[src/rtl/fetch_stage.sv]
// Instruction-fetch stage of the 5-stage RV32 core: program counter, redirect
// handling and the IF/ID pipeline register feeding Decode.
module fetch_stage #(
  parameter int                    DATA_WIDTH = 32,
  parameter logic [DATA_WIDTH-1:0] RESET_PC   = 32'h0000_0000,
  parameter logic [DATA_WIDTH-1:0] NOP_INSTR  = 32'h0000_0013
) (
  input  logic                  clk,
  input  logic                  rstn,
  input  logic                  en,
  input  logic                  StallF,
  input  logic                  StallD,
  input  logic                  FlushD,
  input  logic                  PCSrcE,
  input  logic [DATA_WIDTH-1:0] PCTargetE,
  output logic [DATA_WIDTH-1:0] imem_addr,
  input  logic [DATA_WIDTH-1:0] imem_rdata,
  output logic [DATA_WIDTH-1:0] PCF,
  output logic [DATA_WIDTH-1:0] InstrD,
  output logic [DATA_WIDTH-1:0] PCD,
  output logic [DATA_WIDTH-1:0] PCPlus4D,
  output logic                  ValidD,
  output logic [15:0]           redirect_cnt
);

  logic [DATA_WIDTH-1:0] pcPlus4F;
  logic [DATA_WIDTH-1:0] redirectPc;
  logic [DATA_WIDTH-1:0] pcNext;
  logic [15:0]           redirectCntNext;
  logic                  unusedTargetLsbs;

  // Addition wraps naturally at the top of the address space.
  assign pcPlus4F  = PCF + DATA_WIDTH'(4);
  assign imem_addr = PCF;

  // Targets are forced word-aligned; the dropped bits carry no information.
  assign redirectPc       = {PCTargetE[DATA_WIDTH-1:2], 2'b00};
  assign unusedTargetLsbs = ^PCTargetE[1:0];

  always_comb begin
    pcNext = pcPlus4F;
    if (PCSrcE) begin
      pcNext = redirectPc;
    end else if (StallF) begin
      pcNext = PCF;
    end
  end

  assign redirectCntNext = (redirect_cnt == 16'hFFFF) ? redirect_cnt
                                                      : redirect_cnt + 16'd1;

  always_ff @(posedge clk) begin
    if (!rstn) begin
      PCF <= RESET_PC;
    end else if (en) begin
      PCF <= pcNext;
    end
  end

  // Flush beats stall so a squashed slot never lingers in Decode.
  always_ff @(posedge clk) begin
    if (!rstn) begin
      InstrD   <= NOP_INSTR;
      PCD      <= '0;
      PCPlus4D <= '0;
      ValidD   <= 1'b0;
    end else if (en) begin
      if (FlushD) begin
        InstrD   <= NOP_INSTR;
        PCD      <= '0;
        PCPlus4D <= '0;
        ValidD   <= 1'b0;
      end else if (!StallD) begin
        InstrD   <= imem_rdata;
        PCD      <= PCF;
        PCPlus4D <= pcPlus4F;
        ValidD   <= 1'b1;
      end
    end
  end

  always_ff @(posedge clk) begin
    if (!rstn) begin
      redirect_cnt <= 16'd0;
    end else if (en && PCSrcE) begin
      redirect_cnt <= redirectCntNext;
    end
  end

endmodule

[config.mk]
export PLATFORM = sky130hd
export DESIGN_NAME = fetch_stage
export DESIGN_NICKNAME = d
export VERILOG_FILES = /design/src/rtl/fetch_stage.sv
export SDC_FILE = /design/constraint.sdc
export NUM_CORES = 1
export LEC_CHECK = 0
export BUFFER_PORTS_ARGS = -buffer_cell sky130_fd_sc_hd__clkbuf_2
export CAP_MARGIN = 40
export CORE_ASPECT_RATIO = 0.7
export CORE_MARGIN = 2
export CORE_UTILIZATION = 51
export DETAILED_ROUTE_END_ITERATION = 8
export PLACE_DENSITY = 0.84
export SYNTH_ARGS = -nofsm -noshare
export SYNTH_HDL_FRONTEND = slang
export SYNTH_SLANG_ARGS = --single-unit
[constraint.sdc]
create_clock -name clk -period 2.5 [get_ports clk]
set_input_delay 0.125 -clock clk [delete_from_list [all_inputs] [get_ports clk]]
set_output_delay 0.125 -clock clk [all_outputs]
set_load 0.05 [all_outputs]
# Word-level counts from Yosys, hierarchy flattened
# Index checks and enable logic that the tools add are counted.
totals:
  regBits: 145
  in_bits: 71
  word_cells: 26
op_classes:
  addsub: 2
  eq_ne: 3
  muxes: 10
  n_bitwise: 1
  reduce_logical: 4
ops:
  columns: ["cell", "n"]
  rows:
  - ["2-to-1 mux 32 bit", 8]
  - ["adder 32 x 3 -> 32 bit (second input constant)", 1]
  - ["adder 16 x 1 -> 16 bit (second input constant)", 1]
  - ["== test 16 bit (second input constant)", 1]
  - ["AND reduction 2 bit", 3]
  - ["!= test 2 x 1 -> 1 bit (second input constant)", 2]
  - ["2-to-1 mux 1 bit", 2]
  - ["logical AND 1 bit", 1]
  - ["inverter 1 bit", 1]

# Depth between registers and ports, before layout
# Gate-level depths: netlist (run 1).
depth:
  depth_word: 3
  mapped_depth: 7

# Worst setup path before layout (run 1)
# OpenSTA, ideal clock, no wires.
synth_path:
  path_kind: "register to register"
  start: "register PCF[2]"
  end: "register PCF[20]"
  arrival_ns: 2.329
  slack_ns: 0.097
  stages_incl_launch_ff: 6
  synth_period_minus_slack_ns: 2.403
  path_cell_list: "dfxtp_1 ha_1 nand4_1 or4_4 or4_1 a31oi_1"
synth_between:
  elab_chain_cells: 3
synth_lines:
  columns: ["element", "line_no", "rtl"]
  rows:
  - ["start, declared", "18", "output logic [DATA_WIDTH-1:0] PCF,"]
  - ["start signal, assigned", "56", "PCF <= pcNext;"]
  - ["adder 32 x 3 -> 32 bit", "33", "assign pcPlus4F = PCF + DATA_WIDTH'(4);"]
  - ["2-to-1 mux 32 bit", "44", "end else if (StallF) begin"]
  - ["2-to-1 mux 32 bit", "42", "if (PCSrcE) begin"]
# Every way passes these cells. The select of a mux whose other input is x is not followed.
# A chain may end at the register's enable or synchronous reset.

# Worst setup path after layout (run 1)
layout_path:
  start: "register PCF[2]"
  end: "register PCF[31]"
# Same word-level chain as after synthesis.

==> results.toml, run 1 <==
[timing]
clock_skew_ns = 0.0106
worstMarginPinSlew_ns = 0.773
hold_viol = 0
setup_violations = 0
finalCritPeriodShare_pct = 93.5
maxSlewHeadroom_pct = 48.0
min_period_ns = 2.34
maxSlewViolCount = 0
max_freq_ghz = 0.428
rsz0062_at_grt = "no"
tns_ns = 0

[run_status]
status = "completed"

[floorplanning]
die_y_um = 104
fp-row-count = 36
dieArea_mm2 = 0.0153
die-width_um = 147
core_mm2 = 0.0140
start_util_pct = 52.2
num_io_pins = 248

[clock_network]
clk_latency_ns = 0.42
cts_setup_buffers = 0
cts_max_level = 4
numCtsBuffers = 17
cts_tree = "yes"
cts-resized-gates = 0
cts.path.max_buffers = 2
root_buffer = "clkbuf_16"
clock-sinks = 140
cts.clk_slew.worst_paths_ns = 0.06

[logic_synthesis]
yosysWarnings = 0
synthArstFlopShare_pct = 0
yosysTopAreaCellShare_pct = 38.4
syn_area_mm2 = 0.00729
synth.avg_cell_area_um2 = 8.18
seq_area_frac_synth_pct = 38.4
yosys.area.top_type = "dfxtp_1"
ys_ff_latch = 140
ys_top_cells_by_area = "dfxtp_1 38%, nor4bb_1 7.8%, a21oi_1 6.7%"
synth_ff_type = "dfxtp_1"
synth_cell_types = 66
synth-edff-count = 0
syn_inst = 891

[worst_setup_path]
reg2reg_from = "PCF[2]"
path_max_fanout = 9
r2r_end = "PCF[31]"
r2r_cells = 4
start_kind = "flip-flop"
reg2reg_setup_slack_ns = 0.16
path_class = "flip-flop to flip-flop"
crit_arrival_ns = 2.67
required_ns = 2.83
endpoint_kind = "flip-flop"

[final_layout]
seqCellArea_mm2 = 0.00280
final_cells = 1276
fillCellCount = 1178
layout-drive-gt1-share_pct = 30.1
final_common_cell = "clkbuf_2"
diodes = 0
final_cell_mix = "241 x clkbuf_2, 140 x dfxtp_1, 96 x a21oi_1"
area_growth_pct = 25.0
final_core_util_pct = 65.3
layout.nets = 1148
multiInputGateArea_mm2 = 0.00384

[place]
gp_congestion = 0.974
dpl.hpwl_um = 17000
io_buffer_count = 241
place_inst = 1241

[route]
first_pass_iters = 5
wl_per_cell_um = 18.8
drc = 0
routed_wl_um = 24000
via_per_inst = 6.02
initialDrtViolationCount = 742
vias = 7686
ant_nets = 0

[global_route]
grt_pass1_wl_um = 37400
gr-max-usage-layer = "met2"
grt_pass1_vias = 6982
met3_usage_pct = 8.95
grt_use_met2_pct = 46.9
grt_use_total_pct = 30.6
grt_max_degree = 88
met1_usage_pct = 40.8
grt_overflow = 0
antenna_found_initial = 1

[min_path]
min-delay-start = "PCTargetE[15]"
hold_class = "primary input to flip-flop"
min_to = "PCF[15]"
hold-path-cell-count = 3

[power]
p_leak_nw = 3.83
power.density_mw_per_mm2 = 641
ir_drop_mv = 0.449

[flow_run]
maxCapViolCount = 0
synthesized netlist by cell type (16+ instances only):
cell type and instances:
clkbuf_1 69, o211ai_1 16, nand2_1 65, nand3_1 33
nand4_1 20, or4_1 16, nor2_1 88, buf_4 37
a21oi_1 97, dfxtp_1 140, nor4bb_1 57, o21ai_0 22
area by class of cell:
class                   count  share of cell area [%]
flip-flops and latches    140                    30.8
multi-input cells         617                    42.1
clock buffers              20                    5.12
well taps                 190                    2.61
inverters                   9                   0.371
clock inverters            10                    1.28
repair buffers            290                    17.7
worst max-delay path, stage by stage, from the launching register on:
cell and delay [ns]:
dfxtp_1 0.48, nand3_1 0.30, or4_1 0.71, or4_1 0.56, o211ai_1 0.20
sequential cells by signal (all words and copies together), names as in the netlist:
signal / count
ValidD: 1
PCPlus4D: 30
redirect_cnt: 16
InstrD: 32
PCF: 30
PCD: 31
per-stage QoR:
stage | hold WS, ns | cell area, um2 | total power, W | setup slack (ns)
5_1_grt | 0.0240 | 9110 | 0.00603 | 0.0967
3_5_place_dp | 0.389 | 8480 | 0.00336 | 0.244
6_report | 0.00285 | 9110 | 0.00585 | 0.162
2_1_floorplan | 0.269 | 7300 | 0.00312 | 0.0970
3_3_place_gp | 0.385 | 8470 | 0.00335 | 0.323
4_1_cts | 0.00393 | 9110 | 0.00585 | 0.224
power by group:
part           switching (W)  internal, W  leakage, nW
registers          0.0000903      0.00229         1.14
logic               0.000682     0.000270         2.42
clock network       0.000977      0.00153        0.272
total                0.00175      0.00410         3.83
what timing repair did:
item	in CTS	in global routing
hold buffers	5	0
endpoints found under the setup margin	0	0
endpoints found under the hold margin	5	0
metal layers:
metal	share of wire, %	wire length, um
met1	40	9730
met2	45	10800
met3	12	2800
met4	2.7	651
met5	0.054	13
worst max path at each step:
stage	start	endpoint	slack, ns	cells after the start
final	PCF[2]	PCF[31]	0.16	4
after global routing	PCF[2]	PCF[31]	0.1	5
after CTS	PCF[2]	PCF[31]	0.22	4
after detailed placement	PCF[2]	PCF[31]	0.24	5
after global placement	PCF[2]	PCF[31]	0.32	5
after floorplan	PCF[2]	PCF[20]	0.1	5
cells by family (layout without fill, tap and decap cells):
| logic type | after synthesis | after routing | share of synthesized area, % |
|---|---|---|---|
| xor+xnor | 10 | 10 | 1.20 |
| compound gates | 212 | 212 | 18.4 |
| mux | 12 | 12 | 1.68 |
| other cells | 1 | 4 | 0.0514 |
| fa+ha+maj | 2 | 2 | 0.343 |
| flops | 140 | 140 | 38.4 |
| buf+inv | 137 | 329 | 9.23 |
| simple gates | 377 | 377 | 30.7 |
Note: power is estimated with default switching activity, not from simulation.
==> run 2: changes to the inputs <==
==> config.mk (replaced) <==
export PLATFORM = sky130hd
export DESIGN_NAME = fetch_stage
export DESIGN_NICKNAME = d
export VERILOG_FILES = /design/src/rtl/fetch_stage.sv
export SDC_FILE = /design/constraint.sdc
export NUM_CORES = 1
export LEC_CHECK = 0
export ABC_AREA = 1
export BUFFER_PORTS_ARGS = -buffer_cell sky130_fd_sc_hd__clkbuf_2
export CAP_MARGIN = 40
export CORE_ASPECT_RATIO = 0.7
export CORE_MARGIN = 3
export CORE_UTILIZATION = 49
export DETAILED_ROUTE_END_ITERATION = 8
export PLACE_DENSITY = 0.83
export SYNTH_ARGS = -nofsm -noshare
export SYNTH_HDL_FRONTEND = slang
export SYNTH_SLANG_ARGS = --single-unit
==> run 2 against run 1 <==
Effect of this change:
- area after synthesis decreased by 10%
- routed wire length shrank 12%
- critical path depth rose by 4
- non-clock buffer count is the same
- hold slack gained 0.011 ns
- sequential cell count unchanged
- combinational power grew 5%
- via count decreased by 9.2%
- sequential share of layout area increased by 1.8 points
- global-route usage down 2.9 points
- register-to-register slack better by 0.43 ns
- largest power group unchanged
==> results.toml, run 2 <==
[logic_synthesis]
syn_inst = 929
synthMuxAreaShare_pct = 0
synth-simple-area-share_pct = 28.1
synth_cell_types = 32
ys_ff_latch = 140
synth-compound-area-share_pct = 15.7
synthAdderAreaFrac_pct = 0.382
ys_top_cells_by_area = "dfxtp_1 43%, nand2_1 19%, a21oi_1 12%"
syn_area_mm2 = 0.00656
ys_top_cells_by_count = "326 x nand2_1, 152 x a21oi_1, 140 x dfxtp_1"
synth-edff-count = 0
yosysTopAreaCellShare_pct = 42.8
synth_most_common_cell = "nand2_1"
synth_xor_area_share_pct = 2.90
seq_area_frac_synth_pct = 42.8
synth_ff_type = "dfxtp_1"
yosysWarnings = 0
synth.avg_cell_area_um2 = 7.06
synthArstFlopShare_pct = 0
yosys.area.top_type = "dfxtp_1"
synth_top_family_by_area = "simple AND/OR/NAND/NOR gates"

[global_route]
antenna_found_initial = 0
grt_overflow = 0
grt_pass1_vias = 6329
grt_use_total_pct = 27.7
grt_max_degree = 58
grt_pass1_wl_um = 32500

[clock_network]
numCtsBuffers = 17
cts_setup_buffers = 0
cts_tree = "yes"
clock-sinks = 140
cts.clk_slew.worst_paths_ns = 0.06
root_buffer = "clkbuf_16"
holdBufCountCts = 38
cts_max_level = 4
clk_latency_ns = 0.41
cts-resized-gates = 0
cts.path.max_buffers = 2

[power]
power.density_mw_per_mm2 = 699
ir_drop_mv = 0.516
p_leak_nw = 3.76

[route]
first_pass_iters = 5
initialDrtViolationCount = 442
ant_nets = 0
routed_wl_um = 21100
via_per_inst = 5.25
drc = 0
wl_per_cell_um = 15.9
vias = 6977

[timing]
worstMarginPinSlew_ns = 0.618
setup_violations = 0
rsz0062_at_grt = "no"
fin_ws_ns = 0.591
max_freq_ghz = 0.524
tns_ns = 0
min_period_ns = 1.91
maxSlewViolCount = 0
finalCritPeriodShare_pct = 76.4
hold_viol = 0
clock_skew_ns = 0.0134
maxSlewHeadroom_pct = 58.7

[place]
dpl.hpwl_um = 14600
dpl_worst_slack_ns = 0.638
io_buffer_count = 241
gp_congestion = 0.961

[min_path]
hold_class = "primary input to flip-flop"

[final_layout]
final_common_cell = "nand2_1"
regMostFlops = "InstrD"
top_regs = "InstrD: 32 flops, PCD: 31 flops"
layout-drive-gt1-share_pct = 27.0
diodes = 0
layout.nets = 1228
largest_register_ffs = 32
final_cell_mix = "325 x nand2_1, 241 x clkbuf_2, 152 x a21oi_1"
area_growth_pct = 31.2

[flow_run]
maxCapViolCount = 0

[floorplanning]
num_io_pins = 248
die-width_um = 144
start_util_pct = 51.4
dieArea_mm2 = 0.0148
die_y_um = 103
core_mm2 = 0.0128
fp-row-count = 34

[worst_setup_path]
crit_arrival_ns = 2.25
required_ns = 2.84
endpoint_kind = "flip-flop"
path_max_fanout = 6
start_kind = "flip-flop"
path_class = "flip-flop to flip-flop"

[run_status]
status = "completed"
## run 2: critical path: stages (launching register included)
cell     delay (ns)
dfxtp_1        0.51
ha_1           0.26
nand2_1        0.11
nor2_4         0.20
nand2_2        0.10
nor2_2         0.23
xor2_1         0.22
nand2_1        0.07
a21oi_1        0.14
## run 2: final cells by class
type,count,area [um2]
clock buffers,20,457
clock inverters,10,141
fillers,1081,4160
inverters,44,166
multi-input cells,662,3120
flip-flops and latches,140,2800
well taps,162,203
repair buffers,290,1710
## run 2: through the flow
| step | instances | utilization, % | hold slack (ns) | cell area, um2 | total power, W |
|---|---|---|---|---|---|
| after floorplan | 932 | - | 0.253 | 6570 | 0.00319 |
| after global placement | 1258 | 59.5 | 0.341 | 7590 | 0.00340 |
| after detailed placement | 1260 | 59.7 | 0.346 | 7620 | 0.00342 |
| after CTS | 1328 | 67.4 | 0.00182 | 8600 | 0.00603 |
| after global routing | 1328 | 67.4 | 0.0112 | 8600 | 0.00621 |
| final | 1328 | 67.4 | 0.0134 | 8600 | 0.00601 |
## run 2: worst paths after layout
kind,cells after the start,from,slack (ns),end
worst max-delay path,8,PCF[3],0.59,PCF[16]
worst min-delay path,3,PCTargetE[15],0.01,PCF[15]
worst max register to register,8,PCF[3],0.59,PCF[16]
worst min register to register,2,PCPlus4D[26],0.46,PCPlus4D[26]
## run 2: logic make-up (layout without fill, tap and decap cells)
family,count (synthesis),count (layout)
AOI/OAI and AO/OA,200,200
xor gates and xnor gates,20,20
adders and majority gates,2,2
buffers and inverters,130,364
DFF,140,140
other,1,4
and+or+nand+nor,436,436
## run 2: per-layer routing
| layer | up-vias | global-route usage (%) | part of all wire, % |
|---|---|---|---|
| met2 | 329 | 45.7 | 46 |
| li1 | 3404 | - | - |
| met5 | - | 0 | 0 |
| met3 | 20 | 7.88 | 10 |
| met4 | 0 | 7.74 | 1.3 |
| met1 | 3224 | 35.9 | 42 |
## run 2: report_power, final
group          internal [W]  switching [W]  total (W)
clock               0.00162       0.000961    0.00258
combinational      0.000256       0.000746    0.00100
sequential          0.00231       0.000116    0.00243
total               0.00418        0.00182    0.00601
==> run 3: changes to the inputs <==
--- a/config.mk
+++ b/config.mk
@@ -10,9 +10,9 @@
 export CAP_MARGIN = 40
 export CORE_ASPECT_RATIO = 0.7
 export CORE_MARGIN = 3
-export CORE_UTILIZATION = 49
+export CORE_UTILIZATION = 45
 export DETAILED_ROUTE_END_ITERATION = 8
-export PLACE_DENSITY = 0.83
+export PLACE_DENSITY = 0.8
 export SYNTH_ARGS = -nofsm -noshare
 export SYNTH_HDL_FRONTEND = slang
 export SYNTH_SLANG_ARGS = --single-unit
==> constraint.sdc (replaced) <==
create_clock -name clk -period 1.6 [get_ports clk]
set_input_delay 0.08 -clock clk [delete_from_list [all_inputs] [get_ports clk]]
set_output_delay 0.08 -clock clk [all_outputs]
set_load 0.05 [all_outputs]
==> run 3 against run 2 <==
Effect of this change:
- highest routed layer unchanged
- final cell count up 7.7%
- maximum frequency up 22%
- non-clock buffer count up 73
- cell area up 10%
- worst setup slack worse by 0.56 ns
- clock power up 60%
- largest cell class unchanged
- combinational power up 82%
- sequential cell count unchanged
- via count up 6.3%
==> results.toml, run 3 (synthesis results as in run 2) <==
[power]
power.density_mw_per_mm2 = 1020
ir_drop_mv = 0.636
finalPower_w = 0.00969
p_leak_nw = 4.15

[global_route]
grt_overflow = 0
grt_use_total_pct = 28.0
grt_pass1_vias = 6834
antenna_found_initial = 0
grt_max_degree = 57
grt_pass1_wl_um = 35700

[timing]
max_freq_ghz = 0.638
finalCritPeriodShare_pct = 98.0
fin_ws_ns = 0.0322
hold_viol = 0
rsz0062_at_grt = "yes"
setup_violations = 0
maxSlewViolCount = 0
min_period_ns = 1.57
clock_skew_ns = 0.00935

[clock_network]
cts.clk_slew.worst_paths_ns = 0.06
clock-sinks = 140
numCtsBuffers = 17
cts.path.max_buffers = 2
root_buffer = "clkbuf_16"
cts_tree = "yes"
clk_latency_ns = 0.41
cts_max_level = 4

[place]
dpl.hpwl_um = 15700
gp_congestion = 0.878
io_buffer_count = 241
dpl_worst_slack_ns = -0.0210

[route]
routed_wl_um = 23200
vias = 7416
wl_per_cell_um = 16.2
ant_nets = 0
first_pass_iters = 5
drc = 0
initialDrtViolationCount = 621
via_per_inst = 5.19

[final_layout]
top_regs = "InstrD: 32 flops, PCD: 31 flops"
final_cell_mix = "320 x nand2_1, 241 x clkbuf_2, 149 x a21oi_1"
final_common_cell = "nand2_1"
layout-drive-gt1-share_pct = 34.5
layout.nets = 1302
fillCellCount = 1178
area_growth_pct = 44.5
regMostFlops = "InstrD"
diodes = 0
largest_register_ffs = 32
final_core_util_pct = 67.2

[floorplanning]
core_mm2 = 0.0141
die_y_um = 107
dieArea_mm2 = 0.0161
num_io_pins = 248
fp-row-count = 36
die-width_um = 150
start_util_pct = 46.5

[worst_setup_path]
endpoint_kind = "flip-flop"
path_max_fanout = 7
crit_arrival_ns = 1.90
crit_slowest_cell = "dfxtp_4"
worstPathCellList = "ha_4, nand2_2, nor2_4, nand2_4, nor2_8, nand2_1, nand2_2, nand3_2, a21oi_2"
cpMostUsedCell = "nand2_2"
start_kind = "flip-flop"
required_ns = 1.93
path_class = "flip-flop to flip-flop"
slowest_delay_ns = 0.36

[min_path]
hold_class = "primary input to flip-flop"

[flow_run]
maxCapViolCount = 0

[run_status]
status = "completed"
## run 3: per-layer routing
metal	vias to the layer above	routed length, um	track usage (%)
li1	3560	-	-
met1	3481	10400	38.5
met2	343	10500	44.1
met3	32	2040	6.84
met4	0	332	7.38
met5	-	0	0
## run 3: final timing paths
| path | slack (ns) | to | cells after the start | from |
|---|---|---|---|---|
| min reg2reg | 0.46 | InstrD[31] | 2 | InstrD[31] |
| max | 0.03 | PCPlus4D[26] | 9 | PCF[3] |
| min | 0.01 | PCF[31] | 3 | PCTargetE[31] |
| max reg2reg | 0.03 | PCPlus4D[26] | 9 | PCF[3] |
## run 3: where the power goes
group | leakage (nW) | total [W] | internal, W | switching, W
Combinational | 2.69 | 0.00182 | 0.000523 | 0.00129
Clock | 0.303 | 0.00414 | 0.00261 | 0.00153
Sequential | 1.16 | 0.00373 | 0.00362 | 0.000116
Total | 4.15 | 0.00969 | 0.00675 | 0.00294
## run 3: cell type report
class / instances / area, um2 / area share [%]
clock inverters: 10 / 139 / 1.47
clock buffers: 20 / 478 / 5.05
flip-flops and latches: 140 / 2870 / 30.3
repair inverters: 1 / 7.51 / 0.0792
inverters: 44 / 170 / 1.80
well taps: 190 / 238 / 2.51
repair buffers: 363 / 2330 / 24.6
multi-input cells: 662 / 3250 / 34.3
## run 3: worst max-delay path, delay by kind of cell (launching register included)
kind | cells | cell delay, ns
adders and majority gates | 1 | 0.14
and+or+nand+nor | 7 | 0.82
DFF | 1 | 0.36
AOI/OAI and AO/OA | 1 | 0.16
## run 3: timing repair
item | CTS | global route
endpoints found under the setup margin | 4 | 55
hold buffers | 59 | 0
pin swaps | 4 | 14
buffers inserted | 2 | 5
gates resized for setup | 4 | 30
endpoints found under the hold margin | 59 | 0
gates cloned | 0 | 1
## run 3: per-stage QoR
stage | instances | TNS (ns) | hold slack [ns] | cell area [um2]
after global placement | 1333 | 0 | 0.294 | 8070
after floorplan | 932 | 0 | 0.208 | 6630
after detailed placement | 1333 | -0.0276 | 0.305 | 8070
final | 1430 | 0 | 0.0143 | 9470
after global routing | 1430 | -0.229 | 0.0125 | 9470
after CTS | 1424 | 0 | 0.00542 | 9310
